--- src/rtl/bus_arbiter_pkg.sv ---
// Shared types and constants for the two-requester local-bus arbiter.
package bus_arbiter_pkg;

  localparam int ADDR_W_DEF = 16;
  localparam int DATA_W_DEF = 16;
  localparam int CNT_W      = 4;

  typedef logic gid_t;

  typedef enum logic [2:0] {
    IDLE   = 3'd0,
    STROBE = 3'd1,
    WAIT   = 3'd2,
    ACK    = 3'd3,
    GAP    = 3'd4
  } state_t;

  // Counter preload on leaving STROBE; WAIT exits when the count reaches zero.
  function automatic logic [CNT_W-1:0] wait_init(input int lat);
    if (lat > 0) return CNT_W'(lat - 1);
    return '0;
  endfunction

endpackage

--- src/rtl/bus_arbiter_rr2.sv ---
// Combinational two-way round-robin picker: a lone request wins, a tie goes
// to the requester that was not served last.
module bus_arbiter_rr2 (
  input  logic [1:0] req,
  input  logic       last_grant,
  output logic       gnt_valid,
  output logic       gnt_id
);

  always_comb begin
    gnt_valid = |req;
    gnt_id    = (req == 2'b11) ? ~last_grant : req[1];
  end

endmodule

--- src/rtl/bus_arbiter.sv ---
// Round-robin arbiter/sequencer driving the PL local register bus.
// Optional grant counters r0_grants/r1_grants when BUS_ARBITER_STATS_EN is defined.
module bus_arbiter
  import bus_arbiter_pkg::*;
#(
  parameter int RD_LATENCY = 2,
  parameter int ADDR_W     = ADDR_W_DEF,
  parameter int DATA_W     = DATA_W_DEF
) (
  input  logic              clk,
  input  logic              rst,
  input  logic              r0_req,
  input  logic [ADDR_W-1:0] r0_addr,
  input  logic              r0_wr,
  input  logic [DATA_W-1:0] r0_wrdata,
  output logic              r0_ack,
  output logic [DATA_W-1:0] r0_rddata,
  input  logic              r1_req,
  input  logic [ADDR_W-1:0] r1_addr,
  input  logic              r1_wr,
  input  logic [DATA_W-1:0] r1_wrdata,
  output logic              r1_ack,
  output logic [DATA_W-1:0] r1_rddata,
  output logic [ADDR_W-1:0] baddr,
  output logic [DATA_W-1:0] bwrdata,
  output logic              bwr,
  output logic              bstrobe,
  input  logic [DATA_W-1:0] brddata,
  output logic              busy
`ifdef BUS_ARBITER_STATS_EN
  ,
  output logic [15:0]       r0_grants,
  output logic [15:0]       r1_grants
`endif
);

  localparam logic [CNT_W-1:0] WAIT_INIT = wait_init(RD_LATENCY);

  state_t                  state, state_d;
  logic [CNT_W-1:0]        cnt;
  gid_t                    gid, last_grant, gnt_id;
  logic                    gnt_valid, take;
  logic                    strobe_d, busy_d, enter_ack;
  logic [1:0]              req, req_wr, hit;
  logic [1:0][ADDR_W-1:0]  req_addr;
  logic [1:0][DATA_W-1:0]  req_wrdata;
  logic [1:0]              ack;
  logic [1:0][DATA_W-1:0]  rddata;

  assign req        = {r1_req, r0_req};
  assign req_wr     = {r1_wr, r0_wr};
  assign req_addr   = {r1_addr, r0_addr};
  assign req_wrdata = {r1_wrdata, r0_wrdata};

  bus_arbiter_rr2 u_rr2 (
    .req        (req),
    .last_grant (last_grant),
    .gnt_valid  (gnt_valid),
    .gnt_id     (gnt_id)
  );

  assign take = (state == IDLE) && gnt_valid;

  always_ff @(posedge clk or posedge rst) begin
    if (rst) state <= IDLE;
    else     state <= state_d;
  end

  always_comb begin
    state_d = state;
    case (state)
      IDLE:    if (gnt_valid) state_d = STROBE;
      STROBE:  state_d = (RD_LATENCY > 0) ? WAIT : ACK;
      WAIT:    if (cnt == '0) state_d = ACK;
      ACK:     state_d = GAP;
      GAP:     state_d = IDLE;
      default: state_d = IDLE;
    endcase
  end

  // Outputs are decoded from the next state and registered, so every port is a flop.
  always_comb begin
    strobe_d  = (state_d == STROBE);
    busy_d    = (state_d != IDLE);
    enter_ack = (state_d == ACK);
    hit       = {enter_ack & gid, enter_ack & ~gid};
  end

  always_ff @(posedge clk or posedge rst) begin
    if (rst)                          cnt <= '0;
    else if (state == STROBE)         cnt <= WAIT_INIT;
    else if (state == WAIT && cnt != '0) cnt <= cnt - 1'b1;
  end

  always_ff @(posedge clk or posedge rst) begin
    if (rst) begin
      bstrobe    <= 1'b0;
      bwr        <= 1'b0;
      busy       <= 1'b0;
      baddr      <= '0;
      bwrdata    <= '0;
      gid        <= 1'b0;
      last_grant <= 1'b1;
    end else begin
      bstrobe <= strobe_d;
      bwr     <= strobe_d & req_wr[gnt_id];
      busy    <= busy_d;
      if (take) begin
        baddr   <= req_addr[gnt_id];
        bwrdata <= req_wrdata[gnt_id];
        gid     <= gnt_id;
      end
      if (enter_ack) last_grant <= gid;
    end
  end

  // Only the served requester's read data moves; the other keeps its last value.
  always_ff @(posedge clk or posedge rst) begin
    if (rst) begin
      ack    <= '0;
      rddata <= '0;
    end else begin
      ack <= hit;
      for (int i = 0; i < 2; i++)
        if (hit[i]) rddata[i] <= brddata;
    end
  end

  assign r0_ack    = ack[0];
  assign r1_ack    = ack[1];
  assign r0_rddata = rddata[0];
  assign r1_rddata = rddata[1];

`ifdef BUS_ARBITER_STATS_EN
  logic [1:0][15:0] grants;

  always_ff @(posedge clk or posedge rst) begin
    if (rst) grants <= '0;
    else
      for (int i = 0; i < 2; i++)
        if (hit[i]) grants[i] <= grants[i] + 16'd1;
  end

  assign r0_grants = grants[0];
  assign r1_grants = grants[1];
`endif

endmodule
--- config.mk ---
export PLATFORM = sky130hd
export DESIGN_NAME = bus_arbiter
export DESIGN_NICKNAME = d
export VERILOG_FILES = /design/src/rtl/bus_arbiter_pkg.sv /design/src/rtl/bus_arbiter_rr2.sv /design/src/rtl/bus_arbiter.sv
export SDC_FILE = /design/constraint.sdc
export NUM_CORES = 1
export LEC_CHECK = 0
export CAP_MARGIN = 20
export CORE_ASPECT_RATIO = 0.6
export CORE_MARGIN = 5
export CORE_UTILIZATION = 42
export CTS_CLUSTER_DIAMETER = 150
export DETAILED_ROUTE_END_ITERATION = 16
export PLACE_DENSITY_LB_ADDON = 0.2
export SLEW_MARGIN = 5
export SYNTH_ARGS = -nofsm -noshare
export SYNTH_HDL_FRONTEND = slang
export SYNTH_SLANG_ARGS = --single-unit
export TNS_END_PERCENT = 30
--- constraint.sdc ---
create_clock -name clk -period 3.18 [get_ports clk]
set_input_delay 0.636 -clock clk [delete_from_list [all_inputs] [get_ports clk]]
set_output_delay 0.636 -clock clk [all_outputs]
set_load 0.05 [all_outputs]
; ---- Word-level counts from Yosys, hierarchy flattened
; Index checks and enable logic that the tools add are counted.
[word_totals]
reg_bits = 78
[classes]
n_addsub = 1
eq_ne = 6
magnitude_cmp = 1
bitwise = 5
reduce_logical = 8
muxes = 12
[ops]
columns = operator, count
row1 = two-way mux 16 bit, 4
row2 = one-hot mux 3 bit (4 select lines), 1
row3 = equality test 3 x 2 -> 1 bit (second input constant), 3
row4 = two-way mux 4 bit, 2
row5 = equality test 3 x 1 -> 1 bit (second input constant), 2
row6 = two-way mux 3 bit, 2
row7 = zero test 4 bit, 1
row8 = nonzero test 4 bit, 1
row9 = subtractor 4 x 1 -> 4 bit (second input constant), 1
row10 = bitwise AND 1 bit, 3
row11 = zero test 3 bit, 1
row12 = two-way mux 1 bit, 3
row13 = nonzero test 3 bit, 1
row14 = equality test 2 bit (second input constant), 1
row15 = logical AND 1 bit, 2
row16 = < comparator 1 x 2 -> 1 bit (second input constant), 1
row17 = inverter 1 bit, 2
row18 = nonzero test 2 bit, 1
row19 = OR reduction 2 bit, 1

; ---- Logic depth before layout (Yosys ltp)
[depth]
word_depth = 5
ltp_mapped = 6
ltp_nobuf = 5

; ---- Modules after synthesis
; Synthesis repeated with hierarchy kept, for this count alone.
[hier_totals]
cells_unflattened = 270
area_unflattened_um2 = 3419.5
[by_module_without_submodules]
columns = module, cells_each, instances, area_each_um2, seq_area_each_um2
row1 = bus_arbiter, 268, 1, 3405.8, 1953.1
row2 = bus_arbiter_rr2, 2, 1, 13.8, 0.0

; ---- Worst setup path after synthesis
; Ideal clock, no wire load.
[synth_path]
path_kind = flip-flop to flip-flop
from = reg cnt[0]
to = reg rddata, in the netlist r0_rddata[0]
path_buffers = 1
t_arrival_ns = 1.911
setup_slack_ns = 1.144
stages_incl_launch_ff = 7
setup_ns = 0.125
cell_sequence = dfrtp_1 -> inv_1 -> ha_1 -> or3b_4 -> nor3_4 -> buf_12 -> mux2_4
[synth_via]
elab_chain_cells = 5
[synth_rtl]
columns = element, line
row1 = "start, declared", bus_arbiter.sv:40  ; logic [CNT_W-1:0] cnt;
row2 = "start signal, assigned", bus_arbiter.sv:92  ; else if (state == WAIT && cnt != '0) cnt <= cnt - 1'b1;
row3 = zero test 4 bit, bus_arbiter.sv:74  ; WAIT: if (cnt == '0) state_d = ACK;
row4 = two-way mux 3 bit, bus_arbiter.sv:74
row5 = one-hot mux 3 bit (4 select lines), bus_arbiter.sv:71  ; case (state)
row6 = equality test 3 x 2 -> 1 bit, bus_arbiter.sv:85  ; enter_ack = (state_d == ACK);
row7 = bitwise AND 1 bit, bus_arbiter.sv:86  ; hit = {enter_ack & gid, enter_ack & ~gid};
row8 = named net hit[0], bus_arbiter.sv:44  ; logic [1:0] req, req_wr, hit;
row9 = "end signal, assigned by index", bus_arbiter.sv:125  ; if (hit[i]) rddata[i] <= brddata;
row10 = "end, declared", bus_arbiter.sv:48  ; logic [1:0][DATA_W-1:0] rddata;
; The timed path passes the listed nets, and every way through them passes these cells.
; A chain may end at the register's enable or synchronous reset.

; ---- Worst setup path in the final report
[layout_path]
from = reg cnt[0]
to = reg rddata, in the netlist r1_rddata[5]
[layout_via]
elab_chain_cells = 5
[layout_rtl]
columns = element, line
row1 = zero test 4 bit, bus_arbiter.sv:74
row2 = two-way mux 3 bit, bus_arbiter.sv:74
row3 = one-hot mux 3 bit (4 select lines), bus_arbiter.sv:71
row4 = equality test 3 x 2 -> 1 bit, bus_arbiter.sv:85
row5 = bitwise AND 1 bit, bus_arbiter.sv:86
; No other way between the ends.

==> impl_metrics.toml <==
[layout]
layout-drive-gt1-share_pct = 14.5
antenna_cells = 0
area_delta_synth_final_pct = 56.3
finish.utilization_pct = 66.5
final_cell_count_no_fill = 541
finalNetCount = 511

[sta]
finalCriticalPeriod_ns = 2.27
slew_headroom_pct = 57.5
fmax_mhz = 440
period_share_pct = 71.5
worst_pin_slew_ns = 0.636
finalHoldViolCount = 0
setup_viol = 0
maxSlewViolCount = 0
fin_setup_tns_ns = 0
rsz0062_at_grt = "false"
fin_skew_ns = 0.00307

[critical_path]
r2r_slack_ns = 0.91
path_class = "register to register"
crit_fanout = 18
r2r-end = "r1_rddata[5]"
required_ns = 3.39
r2r-start = "cnt[0]"
cp-start-kind = "register"
cp-end-kind = "register"
r2r_cells = 5
critPathArrivalTime_ns = 2.48
worstSetupStartpoint = "cnt[0]"
worstSetupEndpoint = "r1_rddata[5]"

[detailed_routing]
wirelength_mm = 9.35
viasPerCell = 5.01
route.detailed.drc = 0
drt_iter0_markers = 85
dr.pass1.iters = 4
vias = 2710
ant_nets = 0
wire_per_inst_um = 17.3

[logic_synthesis]
synthCells = 272
synth_cell_types = 37
synth_commonest_cells = "77 x dfrtp_1, 33 x a2bb2oi_1, 33 x mux2i_1"
synth_top_area_share_pct = 54.0
async_reset_ff_share_pct = 100
syn_nets = 359
synth-edff-count = 0
synth_ff_type = "dfrtp_1"
ys_ff_latch = 78
yosysSeqAreaShare_pct = 54.7
synth_warnings = 0
syn_area_um2 = 3570
synth_top_cell_by_area = "dfrtp_1"
yosysMostFrequentCell = "dfrtp_1"
yosys-top-cells-area = "dfrtp_1 54%, mux2i_1 9.3%, a2bb2oi_1 8.1%"
synth_area_per_cell_um2 = 13.1

[pwr]
p_comb_share_pct = 54.6
switching_share_pct = 44.1
ir_worst_vdd_v = 0.000795
power_per_cell_area_nw_per_um2 = 1220
switching_power_mw = 3.00
p_int_mw = 3.80
p_clk_share_pct = 18.5
pwr-share-seq_pct = 26.9
p_leak_nw = 2.40

[clock_network]
cts_resized = 0
cts_inserted_buffers = 9
clk_path_buf_depth = 2
cts.clk_slew.worst_paths_ns = 0.06
clkLatencyLatePin_ns = 0.33
numClockSinks = 78
tritoncts = "yes"
hold_buffers = 0
postCtsSetupBuffers = 0
root_buffer = "clkbuf_16"
htree_num_levels = 3

[global_routing]
grt_pass1_wl_mm = 14.7
grt_pass1_vias = 2933
grt_overflow = 0
grt_max_degree = 49
track_usage_pct = 17.8
antenna_found_initial = 0

[floorplan]
die_x_um = 129
fp.dieH_um = 81.4
initial_core_util_pct = 42.5
ios = 155
placementRows = 26
dieArea_um2 = 10500
coreArea_um2 = 8390

[place]
io_buffers = 154
gp_congestion = 0.772
dp_hpwl_mm = 6.99
place.detailed.instances = 525

[job]
cap_violations = 0

[status]
status = "finished clean"

[hold_path]
hold_path_class = "register to register"
[critical path, cell delays in order, from the launching register on]
cell	delay, ns
dfrtp_1	0.42
inv_1	0.10
ha_1	0.22
nor3b_1	0.35
nand4_2	0.57
mux2_2	0.49
[worst min path at each step]
stage                             start       endpoint  cells after the start
after global placement    r1_rddata[14]  r1_rddata[14]                      1
after CTS                    last_grant     last_grant                      2
after global routing         last_grant     last_grant                      2
after detailed placement     last_grant     last_grant                      2
after floorplan              last_grant     last_grant                      2
final                     r1_rddata[11]  r1_rddata[11]                      1
[routing by layer]
metal | vias up | track usage, % | routed length (µm)
met1 | 1335 | 23.3 | 4180
met2 | 94 | 27.5 | 4340
met5 | - | 0 | 0
met4 | 0 | 4.51 | 28
met3 | 2 | 7.54 | 799
li1 | 1279 | - | -
[power groups by stage]
stage	combinational [mW]	sequential [mW]	clock, mW
5_1_grt	3.89	1.89	1.32
2_1_floorplan	1.08	3.24	0
4_1_cts	3.75	1.83	1.27
3_5_place_dp	3.76	1.82	0
6_report	3.72	1.83	1.26
3_3_place_gp	3.69	1.82	0
[per-stage QoR]
step,instance area [µm²],setup slack (ns),power (mW),hold WS (ns)
global placement,5210,0.790,5.52,0.488
finish,5580,0.907,6.80,0.509
floorplan,3570,0.551,4.32,0.458
global route,5580,0.730,7.10,0.522
CTS,5580,0.892,6.85,0.505
detailed placement,5210,0.710,5.58,0.495
[flip-flops by register name, summed over array words and instances, names as in the netlist, 2 cells and up]
| name | cells |
|---|---|
| cnt | 4 |
| bwrdata | 16 |
| r0_rddata | 16 |
| baddr | 16 |
| r1_rddata | 16 |
| ack | 2 |
| state | 3 |
[layout make-up]
class	count	area (µm²)
tap	112	140
fill	649	2820
multi-input combinational	168	1490
clock buffer	10	239
inverter	8	31.3
clock inverter	6	133
sequential	78	1950
timing repair buffer	159	1590
[cells by family after synthesis]
logic type	Yosys count	share of synthesized area, %
DFF	78	54.7
muxes	65	20.3
and+or+nand+nor	51	9.36
AOI/OAI and AO/OA	50	11.3
buffers and inverters	26	3.72
xor gates and xnor gates	1	0.245
adders and majority gates	1	0.350
[cell usage in the layout (no fill, tap or decap), types with 4 or more instances in the layout]
master | synthesis | routed
a2bb2oi_1 | 33 | 33
buf_4 | 0 | 4
bufinv_16 | 0 | 4
clkbuf_16 | 0 | 9
clkdlybuf4s50_1 | 0 | 154
dfrtp_1 | 77 | 77
inv_1 | 7 | 6
mux2_2 | 23 | 23
mux2_4 | 9 | 9
mux2i_1 | 33 | 33
nand2b_1 | 32 | 32
nor2_1 | 5 | 5
o21ai_0 | 6 | 6
No activity file was read; power rests on OpenSTA's default activity.
